**config.mk**
```make
export PLATFORM = sky130hd
export DESIGN_NAME = mul_div_unit
export DESIGN_NICKNAME = d
export VERILOG_FILES = /design/src/rtl/mul_div_unit.sv
export SDC_FILE = /design/constraint.sdc
export NUM_CORES = 1
export LEC_CHECK = 0
export ABC_CLOCK_PERIOD_IN_PS = 4800
export CAP_MARGIN = 15
export CORE_MARGIN = 1
export CORE_UTILIZATION = 50
export DETAILED_ROUTE_END_ITERATION = 10
export PLACE_DENSITY = 0.74
export SETUP_SLACK_MARGIN = 0.05
export SYNTH_ARGS = -nofsm -noshare
export SYNTH_HDL_FRONTEND = slang
export SYNTH_SLANG_ARGS = --single-unit
```
**constraint.sdc**
```tcl
create_clock -name clk -period 4.8 [get_ports clk]
set_clock_uncertainty 0.15 [all_clocks]
set_input_delay 1.2 -clock clk [delete_from_list [all_inputs] [get_ports clk]]
set_output_delay 1.2 -clock clk [all_outputs]
set_load 0.005 [all_outputs]
```
**src/rtl/mul_div_unit.sv**
```systemverilog
// mul_div_unit: iterative shift-add multiplier and restoring signed divider, one bit per clock.
// Define MUL_DIV_UNIT_DIV_EN to build the divider; otherwise divide requests complete with result 0.
module mul_div_unit #(
  parameter int WIDTH = 32
) (
  input  logic             clk,
  input  logic             rst,
  input  logic             alu_start,
  input  logic [4:0]       Alu_Func,
  input  logic [WIDTH-1:0] src_a,
  input  logic [WIDTH-1:0] src_b,
  output logic [WIDTH-1:0] result,
  output logic             alu_valid,
  output logic             busy,
  output logic [1:0]       dbg_state
);
  // Handshake: a request is taken on any edge with state IDLE, alu_start=1 and a known
  // Alu_Func; alu_valid then pulses for exactly one cycle with result already stable.
  localparam int            CW       = (WIDTH > 1) ? $clog2(WIDTH) : 1;
  localparam logic [CW-1:0] LAST     = CW'(WIDTH - 1);
  localparam logic [4:0]    FUNC_MUL = 5'b00010;
  localparam logic [4:0]    FUNC_DIV = 5'b00011;
  localparam logic [1:0]    IDLE     = 2'd0;
  localparam logic [1:0]    MUL      = 2'd1;
`ifdef MUL_DIV_UNIT_DIV_EN
  localparam logic [1:0]    DIV      = 2'd2;
`endif
  localparam logic [1:0]    DONE     = 2'd3;

  logic [1:0]       state;
  logic [CW-1:0]    cnt;
  logic [WIDTH-1:0] acc;
  logic [WIDTH-1:0] opa;
  logic [WIDTH-1:0] opb;
  logic [4:0]       func_q;
  logic [WIDTH-1:0] mul_acc_nxt;
  logic [WIDTH-1:0] final_val;
`ifdef MUL_DIV_UNIT_DIV_EN
  logic             neg_q;
  logic             zero_q;
  logic [WIDTH:0]   rem_sh;
  logic [WIDTH:0]   trial;
  logic [WIDTH-1:0] div_rem_nxt;
  logic [WIDTH-1:0] div_q_nxt;

  function automatic logic [WIDTH-1:0] abs_val(input logic [WIDTH-1:0] v);
    return v[WIDTH-1] ? -v : v;
  endfunction
`else
  logic             settle_q;
`endif

  // In MUL: acc is the partial product, opa the shifted multiplicand, opb the shifted multiplier.
  // In DIV: acc is the partial remainder, opa shifts dividend bits out and quotient bits in.
  always_comb begin
    mul_acc_nxt = opb[0] ? acc + opa : acc;
`ifdef MUL_DIV_UNIT_DIV_EN
    rem_sh      = {acc, opa[WIDTH-1]};
    trial       = rem_sh - {1'b0, opb};
    div_rem_nxt = trial[WIDTH] ? rem_sh[WIDTH-1:0] : trial[WIDTH-1:0];
    div_q_nxt   = {opa[WIDTH-2:0], ~trial[WIDTH]};
    if (func_q != FUNC_DIV)  final_val = mul_acc_nxt;
    else if (zero_q)         final_val = '1;
    else if (neg_q)          final_val = -div_q_nxt;
    else                     final_val = div_q_nxt;
`else
    final_val   = mul_acc_nxt;
`endif
  end

  always_ff @(posedge clk) begin
    if (!rst) begin
      state     <= IDLE;
      cnt       <= '0;
      acc       <= '0;
      opa       <= '0;
      opb       <= '0;
      func_q    <= '0;
      result    <= '0;
      alu_valid <= 1'b0;
`ifdef MUL_DIV_UNIT_DIV_EN
      neg_q     <= 1'b0;
      zero_q    <= 1'b0;
`else
      settle_q  <= 1'b0;
`endif
    end else begin
      alu_valid <= 1'b0;
      case (state)
        IDLE: begin
          if (alu_start && Alu_Func == FUNC_MUL) begin
            func_q <= Alu_Func;
            opa    <= src_a;
            opb    <= src_b;
            acc    <= '0;
            cnt    <= '0;
            state  <= MUL;
          end else if (alu_start && Alu_Func == FUNC_DIV) begin
            func_q <= Alu_Func;
            acc    <= '0;
            cnt    <= '0;
`ifdef MUL_DIV_UNIT_DIV_EN
            opa    <= abs_val(src_a);
            opb    <= abs_val(src_b);
            neg_q  <= src_a[WIDTH-1] ^ src_b[WIDTH-1];
            zero_q <= (src_b == '0);
            state  <= DIV;
`else
            opa      <= src_a;
            opb      <= src_b;
            settle_q <= 1'b0;
            result   <= '0;
            state    <= DONE;
`endif
          end
        end
        MUL: begin
          acc <= mul_acc_nxt;
          opa <= opa << 1;
          opb <= opb >> 1;
          cnt <= cnt + 1'b1;
          if (cnt == LAST) begin
            result <= final_val;
            state  <= DONE;
          end
        end
`ifdef MUL_DIV_UNIT_DIV_EN
        DIV: begin
          acc <= div_rem_nxt;
          opa <= div_q_nxt;
          cnt <= cnt + 1'b1;
          if (cnt == LAST) begin
            result <= final_val;
            state  <= DONE;
          end
        end
`endif
        DONE: begin
`ifdef MUL_DIV_UNIT_DIV_EN
          alu_valid <= 1'b1;
          state     <= IDLE;
`else
          // A divide without the divider holds one extra cycle so it completes two edges after acceptance.
          if (func_q == FUNC_DIV && !settle_q) begin
            settle_q <= 1'b1;
          end else begin
            settle_q  <= 1'b0;
            alu_valid <= 1'b1;
            state     <= IDLE;
          end
`endif
        end
        default: state <= IDLE;
      endcase
    end
  end

  assign busy      = (state != IDLE);
  assign dbg_state = state;

endmodule
```
==> results of run 1 <==
## flip-flops by register name, indices dropped and copies added (netlist names)
signal / cells
func_q: 5
settle_q: 1
alu_valid: 1
opa: 32
cnt: 5
result: 32
dbg_state: 2
opb: 32
acc: 32
## through the flow
stage          hold slack [ps]  setup slack, ps
3_3_place_gp             287.5             1001
4_1_cts                  306.0             1375
3_5_place_dp             295.5            953.6
5_1_grt                  326.6             1061
6_report                 301.9             1402
2_1_floorplan            273.9             1666
## cells by family (layout without fill, tap and decap cells)
family	Yosys count	after routing	synth area share
AO/OA/AOI/OAI	257	257	0.2384
XOR/XNOR	24	24	0.02853
adder cells (fa/ha/maj)	34	34	0.05875
buffers and inverters	75	159	0.03957
flip-flops	142	142	0.3858
multiplexers	15	15	0.02038
AND/OR/NAND/NOR	398	398	0.2286
## layout make-up
type	instances	area, um^2
timing repair buffer	118	1166
tap	180	225.2
clock buffer	23	478.0
clock inverter	9	157.7
fill	1247	4996
multi-input combinational	728	4249
sequential	142	2843
inverter	9	35.03
## layout by cell type (no fill, tap or decap), drive strengths merged, types with 4 or more instances in the layout
master / n
nor2b: 9
nand2: 194
nor3: 8
o21bai: 6
bufinv: 4
xor2: 7
a311oi: 61
buf: 11
a31oi: 10
o21ai: 36
a32oi: 5
a21oi: 79
mux2i: 15
a211oi: 6
nor2: 120
or3: 5
ha: 33
clkdlybuf4s50: 107
clkbuf: 23
a21o: 24
and3: 11
nand3: 24
dfxtp: 142
o21a: 8
inv: 8
xnor2: 17
clkinv: 4
nand4: 12
## layer usage
| metal | vias to the layer above | global-route usage |
|---|---|---|
| li1 | 3518 | - |
| met1 | 3213 | 0.3273 |
| met2 | 161 | 0.4197 |
| met3 | 24 | 0.06135 |
| met4 | 0 | 0.07982 |
| met5 | - | 0 |
## report_power, final
part	switching [W]	leakage, nW	total, W	internal (W)
logic	0.0000863	2.14	0.000177	0.0000905
clock network	0.000497	0.304	0.00141	0.000911
registers	0.0000160	1.15	0.00122	0.00120
## worst max-delay path by stage
| stage | startpoint | end | slack [ps] | cells after the start |
|---|---|---|---|---|
| 3_5_place_dp | Alu_Func[4] | cnt[2] | 950 | 8 |
| 5_1_grt | Alu_Func[4] | acc[5] | 1060 | 8 |
| 3_3_place_gp | Alu_Func[4] | cnt[2] | 1000 | 8 |
| 4_1_cts | Alu_Func[4] | cnt[2] | 1380 | 8 |
| 2_1_floorplan | Alu_Func[4] | result[14] | 1670 | 10 |
| 6_report | acc[3] | acc[31] | 1400 | 10 |
## critical path, stage by stage, from the launching register on
cell	delay, ps
dfxtp_1	340
ha_1	330
a21o_1	170
a21oi_1	290
a21oi_1	140
o31ai_1	610
a211oi_1	310
o21ba_4	310
o211ai_4	240
a2111oi_0	130
a41o_1	260
==> results.py, run 1 <==
metrics = {
    "global_route": {
        "grt_pass1_wl_um": 30220,
        "grt_pass1_vias": 6329,
        "grt_overflow": 0,
        "grtUsageTotal": 0.2548,
        "antenna_found_initial": 0,
        "grt_max_degree": 93,
    },
    "cts": {
        "cts_inserted_buffers": 17,
        "cts.sinks": 142,
        "cts_hold_buf": 0,
        "path_clk_slew_ps": 60,
        "cts_tree": "done",
        "cts-root-buf": "clkbuf_16",
        "clock_latency_ps": 430,
        "cts.path.max_buffers": 2,
        "cts_resized": 0,
        "cts.htree.levels": 4,
        "cts_setup_buffers": 0,
    },
    "logic_synthesis": {
        "synth_ff_type": "dfxtp_1",
        "synth_top_area_frac": 0.3858,
        "yosys-top-cells-count": "194 x nand2_1, 142 x dfxtp_1, 120 x nor2_1, 79 x a21oi_1, 61 x a311oi_1",
        "syn_inst": 945,
        "seq_area_frac_synth": 0.3858,
        "synthesis.nets": 1051,
        "ys_top_cells_by_area": "dfxtp_1 39%, nand2_1 9.9%, a311oi_1 7.3%",
        "synth_cell_type_count": 59,
        "yosys.area.top_type": "dfxtp_1",
        "async_flop_share": 0,
        "synth_edf_count": 0,
        "syn-cell-area_um2": 7368,
        "yosys_warnings": 0,
        "synth_most_common_cell": "nand2_1",
        "ys_ff_latch": 142,
        "syn_area_per_cell_um2": 7.797,
    },
    "pwr": {
        "p_per_area_nw_per_um2": 306.0,
        "ir_worst_vdd_mv": 0.2642,
        "power_w": 0.002801,
        "power_leakage_nw": 3.594,
    },
    "sta": {
        "period_minus_slack_ps": 3398,
        "tightest_slew_ps": 1066,
        "setup_viol": 0,
        "max_freq_ghz": 0.2943,
        "period_share": 0.7079,
        "slew_headroom": 0.2865,
        "finalSetupTns_ps": 0,
        "slew_viol_final": 0,
        "hold_viol_final": 0,
        "grt_setup_unrepaired": "false",
    },
    "placed_design": {
        "hpwlAfterDp_um": 12540,
        "gp_congestion": 0.8870,
        "dp.cells": 1177,
        "placed_area_um2": 8518,
        "port_buffers": 107,
    },
    "cells_and_area": {
        "nets": 1122,
        "diodes": 0,
        "final_util": 0.6469,
        "area_growth_pct": 24.23,
        "design_area_um2": 9154,
        "drive_above_1_share": 0.05053,
        "instances_no_fill": 1209,
    },
    "floorplan": {
        "core_area_um2": 14150,
        "ios": 108,
        "initial_utilization": 0.5207,
        "dieArea_um2": 15230,
        "fp-row-count": 43,
        "chipWidth_um": 123.4,
        "fp.dieH_um": 123.4,
    },
    "hold_path": {
        "holdCritPathClass": "register to register",
        "hp-start": "result[23]",
        "hold_end": "result[23]",
        "min_path_cells": 2,
    },
    "setup_path": {
        "reg2reg_from": "acc[3]",
        "reg2regPathDepth": 10,
        "worstPathRequired_ps": 4970,
        "rrSetupSlack_ps": 1400,
        "cp-start-kind": "register",
        "end_kind": "register",
        "crit_type": "register to register",
        "timing.rr.end": "acc[31]",
        "cp_max_fo": 4,
        "cp.arrival_ps": 3570,
    },
    "route": {
        "routed_wl_um": 18530,
        "drt-pass1-iter-count": 7,
        "viasPerCell": 5.720,
        "dr_wl_met2_um": 8788,
        "drtAntennaViolNets": 0,
        "drc": 0,
        "wl_per_cell_um": 15.33,
        "drt_iter0_markers": 461,
        "wl_met1_um": 8637,
        "dr_total_vias": 6916,
        "top_layer": "met4",
        "route.met3.wl_um": 842,
    },
    "outcome": {
        "status": "finished, final reports clean",
    },
    "job": {
        "maxCapViolations": 0,
    },
}
Power figures use the tool's default switching activity.
==> run 2, diff against run 1 <==
- ABC_CLOCK_PERIOD_IN_PS: 4800 -> 3100
- PLACE_DENSITY: 0.74 -> 0.77
- clock period: 4.8 -> 3.1 ns (I/O delays scaled with it)
==> results.py, run 2 (synthesized netlist as in run 1, its figures left out) <==
metrics = {
    "sta": {
        "period_minus_slack_ps": 2940,
        "hold_viol_final": 0,
        "finalSetupTns_ps": 0,
        "slew_headroom": 0.2689,
        "grt_setup_unrepaired": "true",
        "max_freq_ghz": 0.3401,
        "slew_viol_final": 0,
        "layout_setup_ws_ps": 159.7,
        "period_share": 0.9485,
        "setup_viol": 0,
        "tightest_slew_ps": 1093,
    },
    "setup_path": {
        "worstPathCellList": "ha_1 > a21o_1 > a21oi_1 > a21oi_1 > o31ai_1 > buf_4 > a211oi_1 > or3_2 > a31oi_1 > a2bb2oi_1 > nor2_1",
        "crit_type": "register to register",
        "cp-start-kind": "register",
        "reg2regPathDepth": 11,
        "cp_common_cell": "a21oi_1",
        "rrSetupSlack_ps": 160,
        "end_kind": "register",
        "timing.rr.end": "result[25]",
        "crit_family": "compound AO/OA/AOI/OAI gates",
        "startpoint": "opa[3]",
        "cpMaxStageDelayCell": "or3_2",
        "critPathBufInv": 1,
        "reg2reg_from": "opa[3]",
        "cp_max_fo": 4,
        "cp.arrival_ps": 3100,
        "worstPathRequired_ps": 3260,
        "cpPeakStageDelay_ps": 450,
    },
    "placed_design": {
        "port_buffers": 107,
        "placed_area_um2": 8828,
        "hpwlAfterDp_um": 12910,
        "gp_congestion": 0.8954,
        "preCtsSetupSlack_ps": 56.02,
        "dp.cells": 1215,
    },
    "route": {
        "dr_total_vias": 7270,
        "drtAntennaViolNets": 0,
        "drt-pass1-iter-count": 5,
        "drc": 0,
        "routed_wl_um": 19150,
        "wl_per_cell_um": 15.36,
        "viasPerCell": 5.830,
        "drt_iter0_markers": 577,
    },
    "hold_path": {
        "min_path_cells": 2,
        "hold_end": "result[6]",
        "holdCritPathClass": "register to register",
        "hp-start": "result[6]",
    },
    "job": {
        "maxCapViolations": 0,
    },
    "cells_and_area": {
        "instances_no_fill": 1247,
        "design_area_um2": 9432,
        "final_common_cell": "nand2_1",
        "mostFrequentLayoutCells": "194 x nand2_1, 141 x dfxtp_1, 119 x nor2_1, 107 x clkdlybuf4s50_1, 78 x a21oi_1",
        "seq_area_um2": 2844,
        "nets": 1160,
        "area_growth_pct": 28.00,
        "final_util": 0.6665,
        "diodes": 0,
        "drive_above_1_share": 0.09747,
        "fillers": 1223,
        "multiInputGateArea_um2": 4302,
    },
    "global_route": {
        "grt_pass1_wl_um": 31400,
        "antenna_found_initial": 0,
        "grt_pass1_vias": 6615,
        "grtUsageTotal": 0.2643,
        "grt_overflow": 0,
        "grt_max_degree": 116,
    },
    "floorplan": {
        "ios": 108,
        "initial_utilization": 0.5207,
        "fp-row-count": 43,
        "dieArea_um2": 15230,
        "core_area_um2": 14150,
        "chipWidth_um": 123.4,
        "fp.dieH_um": 123.4,
    },
    "cts": {
        "cts.sinks": 142,
        "cts_setup_buffers": 0,
        "clock_latency_ps": 440,
        "path_clk_slew_ps": 70,
        "cts_tree": "done",
        "cts_inserted_buffers": 17,
        "cts.path.max_buffers": 2,
        "cts.htree.levels": 4,
        "cts-root-buf": "clkbuf_16",
    },
    "pwr": {
        "ir_worst_vdd_mv": 0.4221,
        "power_leakage_nw": 3.763,
        "p_per_area_nw_per_um2": 433.7,
    },
    "outcome": {
        "status": "finished, final reports clean",
    },
}
## run 2: routing by layer
metal	track usage	up-vias	share of wire
met3	0.07934	47	0.069
met5	0	-	0
met4	0.1002	0	0.025
met1	0.3299	3393	0.44
met2	0.4270	240	0.46
li1	-	3590	-
## run 2: tightest hold or removal path, delay by kind of cell (launching register included)
family / cells / cell delay [ps]
flops: 1 / 310
compound gates: 1 / 50
simple gates: 1 / 50
## run 2: power by group
| part | switching [W] | internal [W] | total, W |
|---|---|---|---|
| logic | 0.000138 | 0.000152 | 0.000290 |
| clock network | 0.000876 | 0.00104 | 0.00192 |
| registers | 0.0000235 | 0.00186 | 0.00188 |
## run 2: worst max-delay path by stage
stage | cells after the start | slack [ps] | endpoint
2_1_floorplan | 11 | 280 | result[30]
3_3_place_gp | 10 | 110 | result[31]
3_5_place_dp | 10 | 60 | result[31]
4_1_cts | 11 | 120 | result[30]
5_1_grt | 11 | 50 | result[25]
6_report | 11 | 160 | result[25]
## run 2: final cells by class
class                      instances  share of cell area
clock buffer                      17             0.04510
multi-input combinational        728              0.4561
clock inverter                    15             0.01313
sequential                       142              0.3015
timing repair buffer             156              0.1565
tap                              180             0.02388
inverter                           9            0.003715
## run 2: repair_timing
item	4_1_cts	5_1_grt
resized for setup	1	13
pin swaps	0	1
cloned	0	0
hold buffers	0	0
setup endpoints to repair	1	9
## run 2: per-stage QoR
stage | hold slack [ps] | total power, W
4_1_cts | 307.0 | 0.004103
6_report | 304.4 | 0.004090
3_3_place_gp | 288.1 | 0.002205
5_1_grt | 336.0 | 0.004228
2_1_floorplan | 273.9 | 0.002057
3_5_place_dp | 295.5 | 0.002208
==> run 3, diff against run 2 <==
- GPL_ROUTABILITY_DRIVEN: default -> 0
==> results of run 3 <==
No change in the layout: final DEF, timing and power equal those of run 2.
